### config.mk
export PLATFORM = sky130hd
export DESIGN_NAME = palindrome_window_stats
export DESIGN_NICKNAME = d
export VERILOG_FILES = /design/src/rtl/palindrome_window_stats.sv
export SDC_FILE = /design/constraint.sdc
export NUM_CORES = 1
export LEC_CHECK = 0
export ABC_AREA = 1
export CAP_MARGIN = 20
export CORE_ASPECT_RATIO = 0.6
export CORE_MARGIN = 5
export CORE_UTILIZATION = 49
export DETAILED_ROUTE_END_ITERATION = 10
export GPL_TIMING_DRIVEN = 0
export PLACE_DENSITY = 0.72
export SYNTH_ARGS = -nofsm -noshare
export SYNTH_HDL_FRONTEND = slang
export SYNTH_SLANG_ARGS = --single-unit
### constraint.sdc
create_clock -name clk -period 5.2 [get_ports clk]
set_clock_uncertainty 0.15 [all_clocks]
set_input_delay 1.56 -clock clk [delete_from_list [all_inputs] [get_ports clk]]
set_output_delay 1.56 -clock clk [all_outputs]
set_load 0.02 [all_outputs]
### src/rtl/palindrome_window_stats.sv
// rtl/palindrome_window_stats.sv - per-window hit statistics for the palindrome detector flag
//
// Purpose: samples the palindrome flag every RUN cycle and collects hit count and
// longest consecutive-hit run over fixed windows of WIN_LEN cycles. Publishes one
// report per window over a valid/ready handshake and raises an in-window alarm.
//
// Ports:
//   clk             clock, all flops on posedge
//   reset           asynchronous reset, active-high
//   palindrome_i    palindrome flag sample, one per cycle
//   report_valid_o  report fields valid
//   report_ready_i  consumer accepts report when valid & ready
//   hit_count_o     hits in the reported window
//   max_run_o       longest consecutive-hit run in the reported window
//   alarm_o         in-window hits have reached THRESH
//   drop_o          sticky: a window report was lost
//   total_hits_o    (PAL_STATS_TOTAL_EN only) saturating hit count since reset
//
// Configuration: define PAL_STATS_TOTAL_EN to add the total_hits_o counter.

module palindrome_window_stats #(
    parameter int WIN_LEN = 16,
    parameter int CNT_W   = 8,
    parameter int THRESH  = 4
) (
    input  logic             clk,
    input  logic             reset,
    input  logic             palindrome_i,
    output logic             report_valid_o,
    input  logic             report_ready_i,
    output logic [CNT_W-1:0] hit_count_o,
    output logic [CNT_W-1:0] max_run_o,
    output logic             alarm_o,
`ifdef PAL_STATS_TOTAL_EN
    output logic             drop_o,
    output logic [31:0]      total_hits_o
`else
    output logic             drop_o
`endif
);

    typedef enum logic {
        WARMUP = 1'b0,
        RUN    = 1'b1
    } state_t;

    state_t           state;
    logic             warm_cnt;
    logic [CNT_W-1:0] cyc_cnt;
    logic [CNT_W-1:0] hit_cnt;
    logic [CNT_W-1:0] run_cnt;
    logic [CNT_W-1:0] max_run;

    logic [CNT_W-1:0] new_hit;
    logic [CNT_W-1:0] new_run;
    logic [CNT_W-1:0] new_max;
    logic             last_sample;
    logic             accept;

    // Statistics as they would stand after including the current sample.
    always_comb begin
        new_hit     = hit_cnt + {{(CNT_W-1){1'b0}}, palindrome_i};
        new_run     = palindrome_i ? run_cnt + 1'b1 : '0;
        new_max     = (new_run > max_run) ? new_run : max_run;
        last_sample = (cyc_cnt == CNT_W'(WIN_LEN - 1));
        accept      = report_valid_o & report_ready_i;
    end

    always_ff @(posedge clk or posedge reset) begin
        if (reset) begin
            state          <= WARMUP;
            warm_cnt       <= 1'b0;
            cyc_cnt        <= '0;
            hit_cnt        <= '0;
            run_cnt        <= '0;
            max_run        <= '0;
            report_valid_o <= 1'b0;
            hit_count_o    <= '0;
            max_run_o      <= '0;
            alarm_o        <= 1'b0;
            drop_o         <= 1'b0;
`ifdef PAL_STATS_TOTAL_EN
            total_hits_o   <= '0;
`endif
        end else begin
            // An accepted report retires here; a close on the same edge may reload it below.
            if (accept) begin
                report_valid_o <= 1'b0;
            end

            case (state)
                WARMUP: begin
                    // Upstream flag is not meaningful yet; two cycles are skipped.
                    if (warm_cnt) begin
                        state <= RUN;
                    end else begin
                        warm_cnt <= 1'b1;
                    end
                end

                RUN: begin
`ifdef PAL_STATS_TOTAL_EN
                    if (palindrome_i && (total_hits_o != 32'hFFFF_FFFF)) begin
                        total_hits_o <= total_hits_o + 32'd1;
                    end
`endif
                    if (last_sample) begin
                        cyc_cnt <= '0;
                        hit_cnt <= '0;
                        run_cnt <= '0;
                        max_run <= '0;
                        alarm_o <= 1'b0;
                        // Pending unaccepted report wins; the new one is lost.
                        if (!report_valid_o || accept) begin
                            hit_count_o    <= new_hit;
                            max_run_o      <= new_max;
                            report_valid_o <= 1'b1;
                        end else begin
                            drop_o <= 1'b1;
                        end
                    end else begin
                        cyc_cnt <= cyc_cnt + 1'b1;
                        hit_cnt <= new_hit;
                        run_cnt <= new_run;
                        max_run <= new_max;
                        if (palindrome_i && (new_hit == CNT_W'(THRESH))) begin
                            alarm_o <= 1'b1;
                        end
                    end
                end

                default: state <= WARMUP;
            endcase
        end
    end

endmodule
== Word-level counts from Yosys, hierarchy flattened ==
Cells that the tools add are included.

* Multipliers: 0
* Bitwise logic cells: 2
* Divide/modulo/power cells: 0
* Magnitude comparators: 1
* Equality and inequality tests: 2
* Reductions and logical operators: 7
* Muxes and demuxes: 14
* Shifts and indexed selects: 0
* Add/subtract/negate cells: 3

{| class="wikitable"
|+ Operator list
! kind !! number
|-
| two-way mux 8 bit || 6
|-
| adder 8 x 1 -> 8 bit, second input constant || 2
|-
| adder 8 x 1 -> 8 bit || 1
|-
| == test 8 x 3 -> 1 bit, second input constant || 1
|-
| == test 8 x 4 -> 1 bit, second input constant || 1
|-
| > comparator 8 bit || 1
|-
| two-way mux 1 bit || 8
|-
| AND reduction 3 bit || 2
|-
| AND reduction 2 bit || 1
|-
| nonzero test 2 bit || 1
|-
| AND 1 bit || 1
|-
| logical AND 1 bit || 1
|-
| logical NOT 1 bit || 1
|-
| logical OR 1 bit || 1
|-
| NOT 1 bit || 1
|}

* RAM bits: 0
* Register bits after elaboration: 53
* Memory bits (read-only): 0
* Memories kept: 0
* Logic and storage cells: 40
* Output and inout port bits: 19
* Latch bits: 0

== Logic depth before layout (Yosys ltp) ==
Gate-level depths: netlist of the first run.

* Depth after elaboration: 5
* Mapped depth: 16
* Mapped depth without buffers: 16

== Least setup slack after synthesis of the first run ==
No wires, ideal clock.

* Path type: in2reg
* Start point: in palindrome_i
* End point: reg max_run_o[0]
* Path buffers: 1
* Stages: 12
* Path slack: 1,873 ps
* Library setup time: 118 ps
* Data arrival time: 3,060 ps
* Cell sequence: clkbuf_1 -> inv_1 -> nor3_1 -> ha_1 -> nand2_1 -> o21ai_0 -> nand4_1 -> nand3_4 -> nand2_4 -> nand2_1 -> nand3_1 -> nand2_1

* Longest elaborated chain between the ends: 3

{| class="wikitable"
|+ Ends and longest elaborated chain
! what !! line !! source
|-
| from (decl) || 28 || <nowiki>input logic palindrome_i,</nowiki>
|-
| two-way mux 8 bit (*) || 63 || <nowiki>new_run = palindrome_i ? run_cnt + 1'b1 : '0;</nowiki>
|-
| > comparator 8 bit || 64 || <nowiki>new_max = (new_run > max_run) ? new_run : max_run;</nowiki>
|-
| two-way mux 8 bit (*) || 64 ||
|-
| to (signal assigned) || 116 || <nowiki>max_run_o <= new_max;</nowiki>
|-
| to (decl) || 32 || <nowiki>output logic [CNT_W-1:0] max_run_o,</nowiki>
|}

Mark *: on every way between the ends. The rest lies on a longest branch, timed or not.
A chain may end at the register's enable or synchronous reset.

== Worst setup path after layout of the first run ==
* Start point: in palindrome_i
* End point: reg max_run[2]

* Longest elaborated chain between the ends: 4

{| class="wikitable"
|+ Ends and longest elaborated chain
! what !! line !! source
|-
| two-way mux 8 bit (*) || 63 ||
|-
| > comparator 8 bit || 64 ||
|-
| two-way mux 8 bit (*) || 64 ||
|-
| two-way mux 8 bit (*) || 107 || <nowiki>if (last_sample) begin</nowiki>
|-
| to (signal assigned) || 125 || <nowiki>max_run <= new_max;</nowiki>
|-
| to (decl) || 52 || <nowiki>logic [CNT_W-1:0] max_run;</nowiki>
|}

Marked as above.

==> results.sh, run 1 <==
export IMPL_critPathRequiredTime_ns=5.24
export IMPL_yosysMostFrequentCell="nand2_1"
export IMPL_ant_nets=0
export IMPL_rows=21
export IMPL_min_period_ns=3.98
export IMPL_synth_fp_nets=343
export IMPL_fin_crit_sh_pct=76.5
export IMPL_syn_area_um2=2730
export IMPL_status="complete, no violations"
export IMPL_synth_area_leaders="dfrtp_1, nand2_1, inv_1"
export IMPL_clock_path_buffers=2
export IMPL_dr_total_vias=2191
export IMPL_fillers=472
export IMPL_first_pass_iters=5
export IMPL_die_area_um2=7210
export IMPL_synth_top_area_share_pct=48.6
export IMPL_p_leak_nw=1.57
export IMPL_post_dp_cell_area_um2=3060
export IMPL_dpl_hpwl_um=4360
export IMPL_end_kind="register"
export IMPL_ys_seq_elements=53
export IMPL_drv_slew=0
export IMPL_cts_hold_buf=0
export IMPL_r2r_setup_slack_ns=2.54
export IMPL_cts_root_buf="clkbuf_8"
export IMPL_initial_core_util_pct=49.7
export IMPL_synth_edf_count=0
export IMPL_fmax_ghz=0.251
export IMPL_grt_pass1_wl_um=10100
export IMPL_antennaDiodeCount=0
export IMPL_cts_tree="done"
export IMPL_die_h_um=67.8
export IMPL_hold_path_class="register to register"
export IMPL_critPathLaunchType="input port"
export IMPL_ioPinCount=23
export IMPL_path_class="input port to register"
export IMPL_post_cts_buffers=0
export IMPL_htreeDepth=2
export IMPL_coreArea_um2=5490
export IMPL_clock_latency_ns=0.30
export IMPL_clk_pin_slew_ns=0.09
export IMPL_port_buffers=22
export IMPL_synthCells=328
export IMPL_antenna_found_initial=0
export IMPL_yosysWarnings=0
export IMPL_grt_pass1_vias=2083
export IMPL_cts_resized=0
export IMPL_synth_flop_cell="dfrtp_1"
export IMPL_setup_viol=0
export IMPL_fin_hold_ws_ns=0.307
export IMPL_async_flop_share_pct=100
export IMPL_fp_dieW_um=106
export IMPL_maxCapViolations=0
export IMPL_p_per_area_nw_per_um2=401
export IMPL_viasPerCell=5.13
export IMPL_wl_per_cell_um=13.7
export IMPL_rsz0062_at_grt="false"
export IMPL_fin_nets=373
export IMPL_total_power_mw=1.26
export IMPL_clock_sinks=53
export IMPL_seq_area_frac_synth_pct=48.6
export IMPL_slew_headroom_pct=64.0
export IMPL_area_delta_synth_final_pct=15.3
export IMPL_path_max_fanout=10
export IMPL_ys_types=27
export IMPL_avgSynthCellArea_um2=8.32
export IMPL_setup_tns_final_ns=0
export IMPL_drive_gt1_share_pct=8.94
export IMPL_grt_max_degree=38
export IMPL_drt_total_wl_um=5860
export IMPL_arrival_ns=4.02
export IMPL_finalHoldViolations=0
export IMPL_first_iter_violations=210
export IMPL_grtUsageTotal_pct=17.8
export IMPL_drc_errors=0
export IMPL_netlist_top_cells_count="nand2_1, dfrtp_1, inv_1"
export IMPL_vdd_ir_drop_worst_mv=0.245
export IMPL_worst_pin_slew_ns=0.541
export IMPL_place_congestion=0.855
export IMPL_stdcell_area_um2=3150
export IMPL_grt_overflow_total=0
export IMPL_synth_largest_area_cell="dfrtp_1"
export IMPL_cts_buffers_inserted=5
==> per-layer routing <==
layer	global-route usage, %	vias up	share of wire (%)
met4	2.75	0	0.72
met5	0	-	0
met2	25.9	56	40
met3	3.96	6	7.3
met1	27.4	1021	52
li1	-	1108	-
==> cells in the final DEF (no fill, tap or decap), types with 8 or more instances in the layout <==
cell type	count
o21ai_0	8
dfrtp_1	53
o22ai_1	10
nand2_1	83
clkdlybuf4s50_1	22
nand3_1	33
inv_1	49
xor2_1	9
ha_1	11
nor2_1	24
==> layout make-up <==
cell class	count	area (um2)	area share (%)
Clock inverter	1	7.51	0.239
Buffer	9	52.6	1.67
Sequential cell	53	1330	42.1
Clock buffer	6	82.6	2.62
Timing Repair Buffer	23	240	7.63
Inverter	52	195	6.20
Tap cell	69	86.3	2.74
Multi-Input combinational cell	214	1160	36.7
==> logic make-up after synthesis <==
| logic type | share of synthesized area (%) |
|---|---|
| simple gates | 26.2 |
| buf+inv | 9.07 |
| flops | 48.6 |
| compound gates | 8.20 |
| fa+ha+maj | 5.04 |
| xor+xnor | 2.89 |
==> state kept, by name, indices dropped and copies added, names as in the netlist <==
| signal | count |
|---|---|
| alarm_o | 1 |
| cyc_cnt | 8 |
| drop_o | 1 |
| hit_cnt | 8 |
| hit_count_o | 8 |
| max_run | 8 |
| max_run_o | 8 |
| report_valid_o | 1 |
| run_cnt | 8 |
| state | 1 |
| warm_cnt | 1 |
==> path summary, 6_finish.rpt <==
kind                                             start                endpoint  cells after the start
worst max-delay path                      palindrome_i  max_run[2]$_DFFE_PP0P_                     12
worst min-delay path              warm_cnt$_DFFE_PP0N_         state$_DFF_PP0_                      2
worst max register to register  run_cnt[1]$_DFFE_PP0P_  max_run[2]$_DFFE_PP0P_                     15
worst min register to register    warm_cnt$_DFFE_PP0N_         state$_DFF_PP0_                      2
max in group asynchronous                        reset  run_cnt[3]$_DFFE_PP0P_                      3
min in group asynchronous                        reset  cyc_cnt[6]$_DFFE_PP0P_                      2
==> worst max-delay path, stage by stage <==
cell,delay (ns)
clkdlybuf4s50_1,0.48
clkbuf_1,0.36
inv_1,0.08
nor3_1,0.35
ha_1,0.18
nand2_1,0.06
nor2_1,0.18
nand4_2,0.29
nand2_4,0.23
nand2_1,0.09
nand3_1,0.08
nand2_1,0.07
==> metrics by stage <==
stage	instances	worst slack (ns)	utilization [%]
floorplan	328	1.87	-
global placement	419	0.953	55.3
detailed placement	420	0.918	55.7
CTS	427	1.23	57.3
global route	427	0.945	57.3
finish	427	1.22	57.3
==> power by group <==
group          switching, mW  internal, mW
clock network          0.134         0.106
logic                  0.262         0.183
registers             0.0658         0.510
Power figures use the tool's default switching activity.
==> inputs of run 2 (changes only) <==
==> constraint.sdc (replaced) <==
create_clock -name clk -period 3.71 [get_ports clk]
set_clock_uncertainty 0.15 [all_clocks]
set_input_delay 1.113 -clock clk [delete_from_list [all_inputs] [get_ports clk]]
set_output_delay 1.113 -clock clk [all_outputs]
set_load 0.02 [all_outputs]
==> run 2 against run 1 <==
Via count is 0.14% higher. Die area did not move. Flip-flop and latch count is the same.
==> results.sh, run 2 (synthesized netlist as in run 1, its figures left out) <==
export IMPL_drv_slew=0
export IMPL_first_iter_violations=210
export IMPL_cpMostUsedCell="nand2_1"
export IMPL_cts_root_buf="clkbuf_8"
export IMPL_clock_path_buffers=2
export IMPL_die_area_um2=7210
export IMPL_place_congestion=0.855
export IMPL_rows=21
export IMPL_initial_core_util_pct=49.7
export IMPL_drive_gt1_share_pct=9.22
export IMPL_grt_max_degree=38
export IMPL_antennaDiodeCount=0
export IMPL_p_per_area_nw_per_um2=562
export IMPL_clock_sinks=53
export IMPL_dpl_hpwl_um=4360
export IMPL_area_delta_synth_final_pct=15.3
export IMPL_fin_nets=373
export IMPL_fin_crit_sh_pct=91.1
export IMPL_grt_overflow_total=0
export IMPL_port_buffers=22
export IMPL_critPathLaunchType="input port"
export IMPL_arrival_ns=3.42
export IMPL_htreeDepth=2
export IMPL_worst_slack_ns=0.331
export IMPL_rsz0062_at_grt="false"
export IMPL_grt_pass1_wl_um=10100
export IMPL_dr_total_vias=2194
export IMPL_maxCapViolations=0
export IMPL_p_leak_nw=1.58
export IMPL_die_h_um=67.8
export IMPL_wl_per_cell_um=13.7
export IMPL_postLayoutCoreUtil_pct=57.3
export IMPL_ant_nets=0
export IMPL_clock_latency_ns=0.30
export IMPL_status="complete, no violations"
export IMPL_total_power_mw=1.77
export IMPL_fmax_ghz=0.296
export IMPL_cpPeakStageDelay_ns=0.48
export IMPL_regArea_um2=1330
export IMPL_antenna_found_initial=0
export IMPL_coreArea_um2=5490
export IMPL_drt_total_wl_um=5860
export IMPL_cp_cell_sequence="clkdlybuf4s50_1 -> clkbuf_2 -> inv_1 -> nor3_1 -> ha_1 -> nand2_1 -> nor2_1 -> nand4_2 -> nand2_4 -> nand2_1 -> nand3_1 -> nand2_1"
export IMPL_clk_pin_slew_ns=0.09
export IMPL_fillers=472
export IMPL_first_pass_iters=5
export IMPL_critPathRequiredTime_ns=3.75
export IMPL_mostFrequentLayoutCell="nand2_1"
export IMPL_hold_path_class="register to register"
export IMPL_grt_pass1_vias=2083
export IMPL_drc_errors=0
export IMPL_path_class="input port to register"
export IMPL_finalHoldViolations=0
export IMPL_vdd_ir_drop_worst_mv=0.344
export IMPL_cts_buffers_inserted=5
export IMPL_grtUsageTotal_pct=17.8
export IMPL_cp_slowest_cell="clkdlybuf4s50_1"
export IMPL_multi_input_area_um2=1160
export IMPL_worst_pin_slew_ns=0.539
export IMPL_place_ws_ns=-0.125
export IMPL_setup_viol=0
export IMPL_end_kind="register"
export IMPL_path_max_fanout=10
export IMPL_cts_tree="done"
export IMPL_viasPerCell=5.14
export IMPL_slew_headroom_pct=64.1
export IMPL_final_cell_mix="nand2_1, dfrtp_1, inv_1"
export IMPL_ioPinCount=23
export IMPL_min_period_ns=3.38
export IMPL_r2r_setup_slack_ns=1.05
export IMPL_fp_dieW_um=106
run 2: changes by cell type in the layout (fill, tap and decap cells not counted):
cell / previous run / this run
clkbuf_2: 0 / 1
clkbuf_1: 4 / 3
run 2: critical path: cells and delay by family:
family                   cells  cell delay (ns)
AND/OR/NAND/NOR              8             1.35
buffers and inverters        3             0.77
adder cells (fa/ha/maj)      1             0.18
run 2: where the power goes:
group | total (mW) | internal [mW] | switching (mW)
clock network | 0.337 | 0.148 | 0.189
registers | 0.808 | 0.715 | 0.0924
logic | 0.625 | 0.257 | 0.368
run 2: what timing repair did:
item,4_1_cts,5_1_grt
hold buffers,0,0
setup endpoints to repair,0,16
buffers inserted,0,0
resized for setup,0,2
run 2: per-stage QoR:
stage	std cells	instance area [um2]	hold slack, ns	setup TNS, ns
after floorplan	328	2730	0.264	0
after CTS	427	3150	0.310	0
after global placement	419	3040	0.274	-0.771
final	427	3150	0.307	0
after detailed placement	420	3060	0.287	-1.52
after global routing	427	3150	0.319	0
run 2: path summary, 6_finish.rpt:
kind,end,cells after the start,start
worst max register to register,max_run[2]$_DFFE_PP0P_,15,run_cnt[1]$_DFFE_PP0P_
worst max-delay path,max_run[2]$_DFFE_PP0P_,12,palindrome_i
worst min register to register,state$_DFF_PP0_,2,warm_cnt$_DFFE_PP0N_
max in group asynchronous,run_cnt[3]$_DFFE_PP0P_,3,reset
worst min-delay path,state$_DFF_PP0_,2,warm_cnt$_DFFE_PP0N_
min in group asynchronous,cyc_cnt[6]$_DFFE_PP0P_,2,reset
run 2: layer usage:
metal / GRT usage [%] / part of all wire (%)
met5: 0 / 0
met4: 2.75 / 0.73
met3: 3.96 / 6.7
met2: 25.9 / 40
met1: 27.4 / 53
run 2: final cells by class:
| type | count | area share [%] |
|---|---|---|
| inverter | 52 | 6.20 |
| buffer | 9 | 1.71 |
| sequential | 53 | 42.1 |
| multi-input combinational | 214 | 36.7 |
| tap | 69 | 2.74 |
| timing repair buffer | 23 | 7.63 |
| clock inverter | 1 | 0.238 |
| clock buffer | 6 | 2.62 |
==> inputs of run 3 (changes only) <==
--- a/config.mk
+++ b/config.mk
@@ -8,7 +8,6 @@
 export ABC_AREA = 1
 export CAP_MARGIN = 20
 export CORE_ASPECT_RATIO = 0.6
-export CORE_MARGIN = 5
 export CORE_UTILIZATION = 49
 export DETAILED_ROUTE_END_ITERATION = 10
 export GPL_TIMING_DRIVEN = 0
==> run 3 against run 2 <==
Clock power rose by 24%. Sequential share of layout area fell by 0.33 points. Setup slack got worse by 0.082 ns. Design area rose by 0.79%. Total power rose by 5.5%. Global-route usage rose by 4.5 points. Core utilization rose by 3.6 points. Via count fell by 0.68%. Wire length fell by 1.2%. Highest routed layer unchanged.
==> results.sh, run 3 (synthesized netlist as in run 1, its figures left out) <==
export IMPL_clock_path_buffers=2
export IMPL_clock_sinks=53
export IMPL_post_dp_cell_area_um2=3050
export IMPL_first_iter_violations=177
export IMPL_cpMostUsedCell="nand2_1"
export IMPL_path_class="input port to register"
export IMPL_worst_pin_slew_ns=0.523
export IMPL_path_max_fanout=10
export IMPL_maxCapViolations=0
export IMPL_cpPeakStageDelay_ns=0.48
export IMPL_ant_nets=0
export IMPL_area_delta_synth_final_pct=16.2
export IMPL_p_leak_nw=1.59
export IMPL_cts_tree="done"
export IMPL_rows=20
export IMPL_end_kind="register"
export IMPL_hold_path_class="register to register"
export IMPL_finalHoldViolations=0
export IMPL_cts_root_buf="clkbuf_8"
export IMPL_slew_headroom_pct=65.1
export IMPL_drive_gt1_share_pct=9.47
export IMPL_first_pass_iters=6
export IMPL_coreArea_um2=5200
export IMPL_dpl_hpwl_um=4220
export IMPL_initial_core_util_pct=52.5
export IMPL_arrival_ns=3.52
export IMPL_cts_buffers_inserted=5
export IMPL_grt_max_degree=43
export IMPL_clk_pin_slew_ns=0.11
export IMPL_final_cell_mix="nand2_1, dfrtp_1, inv_1"
export IMPL_critPathRequiredTime_ns=3.77
export IMPL_setup_tns_final_ns=0
export IMPL_crit_family="simple AND/OR/NAND/NOR gates"
export IMPL_min_period_ns=3.46
export IMPL_cp_cell_sequence="clkdlybuf4s50_1 -> clkbuf_2 -> inv_1 -> nor3_1 -> ha_1 -> nand2_1 -> o21ai_0 -> nand4_1 -> nand3_4 -> nand2_4 -> nand2_1 -> nand3_1 -> nand2_1"
export IMPL_r2r_setup_slack_ns=1.08
export IMPL_grt_pass1_vias=1989
export IMPL_htreeDepth=2
export IMPL_wl_per_cell_um=13.6
export IMPL_clock_latency_ns=0.31
export IMPL_antennaDiodeCount=0
export IMPL_ioPinCount=23
export IMPL_fillers=466
export IMPL_fp_dieW_um=98.4
export IMPL_port_buffers=22
export IMPL_status="complete, no violations"
export IMPL_die_h_um=59.8
export IMPL_critical_path_buf_inv_count=3
export IMPL_drc_errors=0
export IMPL_multi_input_area_um2=1160
export IMPL_stdcell_area_um2=3170
export IMPL_die_area_um2=5880
export IMPL_setup_viol=0
export IMPL_place_congestion=0.840
export IMPL_cts_hold_buf=0
export IMPL_viasPerCell=5.13
export IMPL_mostFrequentLayoutCell="nand2_1"
export IMPL_p_per_area_nw_per_um2=588
export IMPL_grtUsageTotal_pct=22.2
export IMPL_grt_pass1_wl_um=9900
export IMPL_fin_crit_sh_pct=93.3
export IMPL_fmax_ghz=0.289
export IMPL_critPathLaunchType="input port"
export IMPL_grt_overflow_total=0
export IMPL_drt_total_wl_um=5790
export IMPL_dr_total_vias=2179
export IMPL_fin_nets=373
export IMPL_regArea_um2=1330
export IMPL_total_power_mw=1.87
export IMPL_antenna_found_initial=0
export IMPL_cp_slowest_cell="clkdlybuf4s50_1"
export IMPL_drv_slew=0
export IMPL_rsz0062_at_grt="false"
export IMPL_vdd_ir_drop_worst_mv=0.442
[run 3: cell types whose count changed in the layout (fill, tap and decap cells not counted)]
cell	delta
inv_8	+1
clkinv_4	+1
clkbuf_8	-1
clkinvlp_4	-1
bufinv_16	+1
[run 3: metal layers]
layer	vias up	routed length (um)	GRT usage [%]
li1	1108	-	-
met2	66	2150	28.8
met4	0	30	5.12
met3	4	313	4.44
met5	-	0	0
met1	1001	3290	36.8
[run 3: what timing repair did]
action | 4_1_cts | 5_1_grt
resized for setup | 0 | 2
setup endpoints to repair | 0 | 15
setup buffers | 0 | 0
[run 3: worst reg2reg max path: stages (launching register included)]
cell     delay, ns
dfrtp_1       0.41
ha_1          0.18
nand2_1       0.08
nor2_1        0.16
nand2_1       0.10
nand2_1       0.07
nand2_1       0.04
nor2_1        0.20
ha_1          0.17
nand2_1       0.07
nor2_1        0.16
nand4_2       0.27
nand2_4       0.22
nand2_1       0.09
nand3_1       0.11
nand2_1       0.06
[run 3: layout make-up]
| class | instances | share of cell area [%] |
|---|---|---|
| Multi-Input combinational cell | 214 | 36.4 |
| Buffer | 9 | 1.70 |
| Sequential cell | 53 | 41.8 |
| Timing Repair Buffer | 23 | 7.57 |
| Inverter | 52 | 6.15 |
| Tap cell | 66 | 2.60 |
| Clock inverter | 3 | 1.58 |
| Clock buffer | 5 | 2.17 |
[run 3: worst paths after layout]
kind / from / endpoint / cells past startpoint
worst max register to register: run_cnt[1]$_DFFE_PP0P_ / max_run_o[5]$_DFFE_PP0P_ / 15
min in group asynchronous: reset / hit_count_o[2]$_DFFE_PP0P_ / 2
worst min-delay path: cyc_cnt[7]$_DFFE_PP0P_ / cyc_cnt[7]$_DFFE_PP0P_ / 1
worst max-delay path: palindrome_i / max_run_o[5]$_DFFE_PP0P_ / 13
worst min register to register: cyc_cnt[7]$_DFFE_PP0P_ / cyc_cnt[7]$_DFFE_PP0P_ / 1
max in group asynchronous: reset / run_cnt[2]$_DFFE_PP0P_ / 3
[run 3: metrics by stage]
step                setup WS (ns)  util [%]  hold slack [ns]  instances
CTS                         0.143      60.9            0.322        425
detailed placement         -0.187      58.7            0.287        417
global placement           -0.128      58.3            0.276        416
global route                0.106      61.0            0.351        425
finish                      0.250      61.0            0.321        425
floorplan                   0.830         -            0.264        328
[run 3: power by group]
group	total (mW)	internal, mW	switching, mW
Clock	0.417	0.207	0.210
Combinational	0.639	0.259	0.380
Sequential	0.810	0.715	0.0947
Total	1.87	1.18	0.685
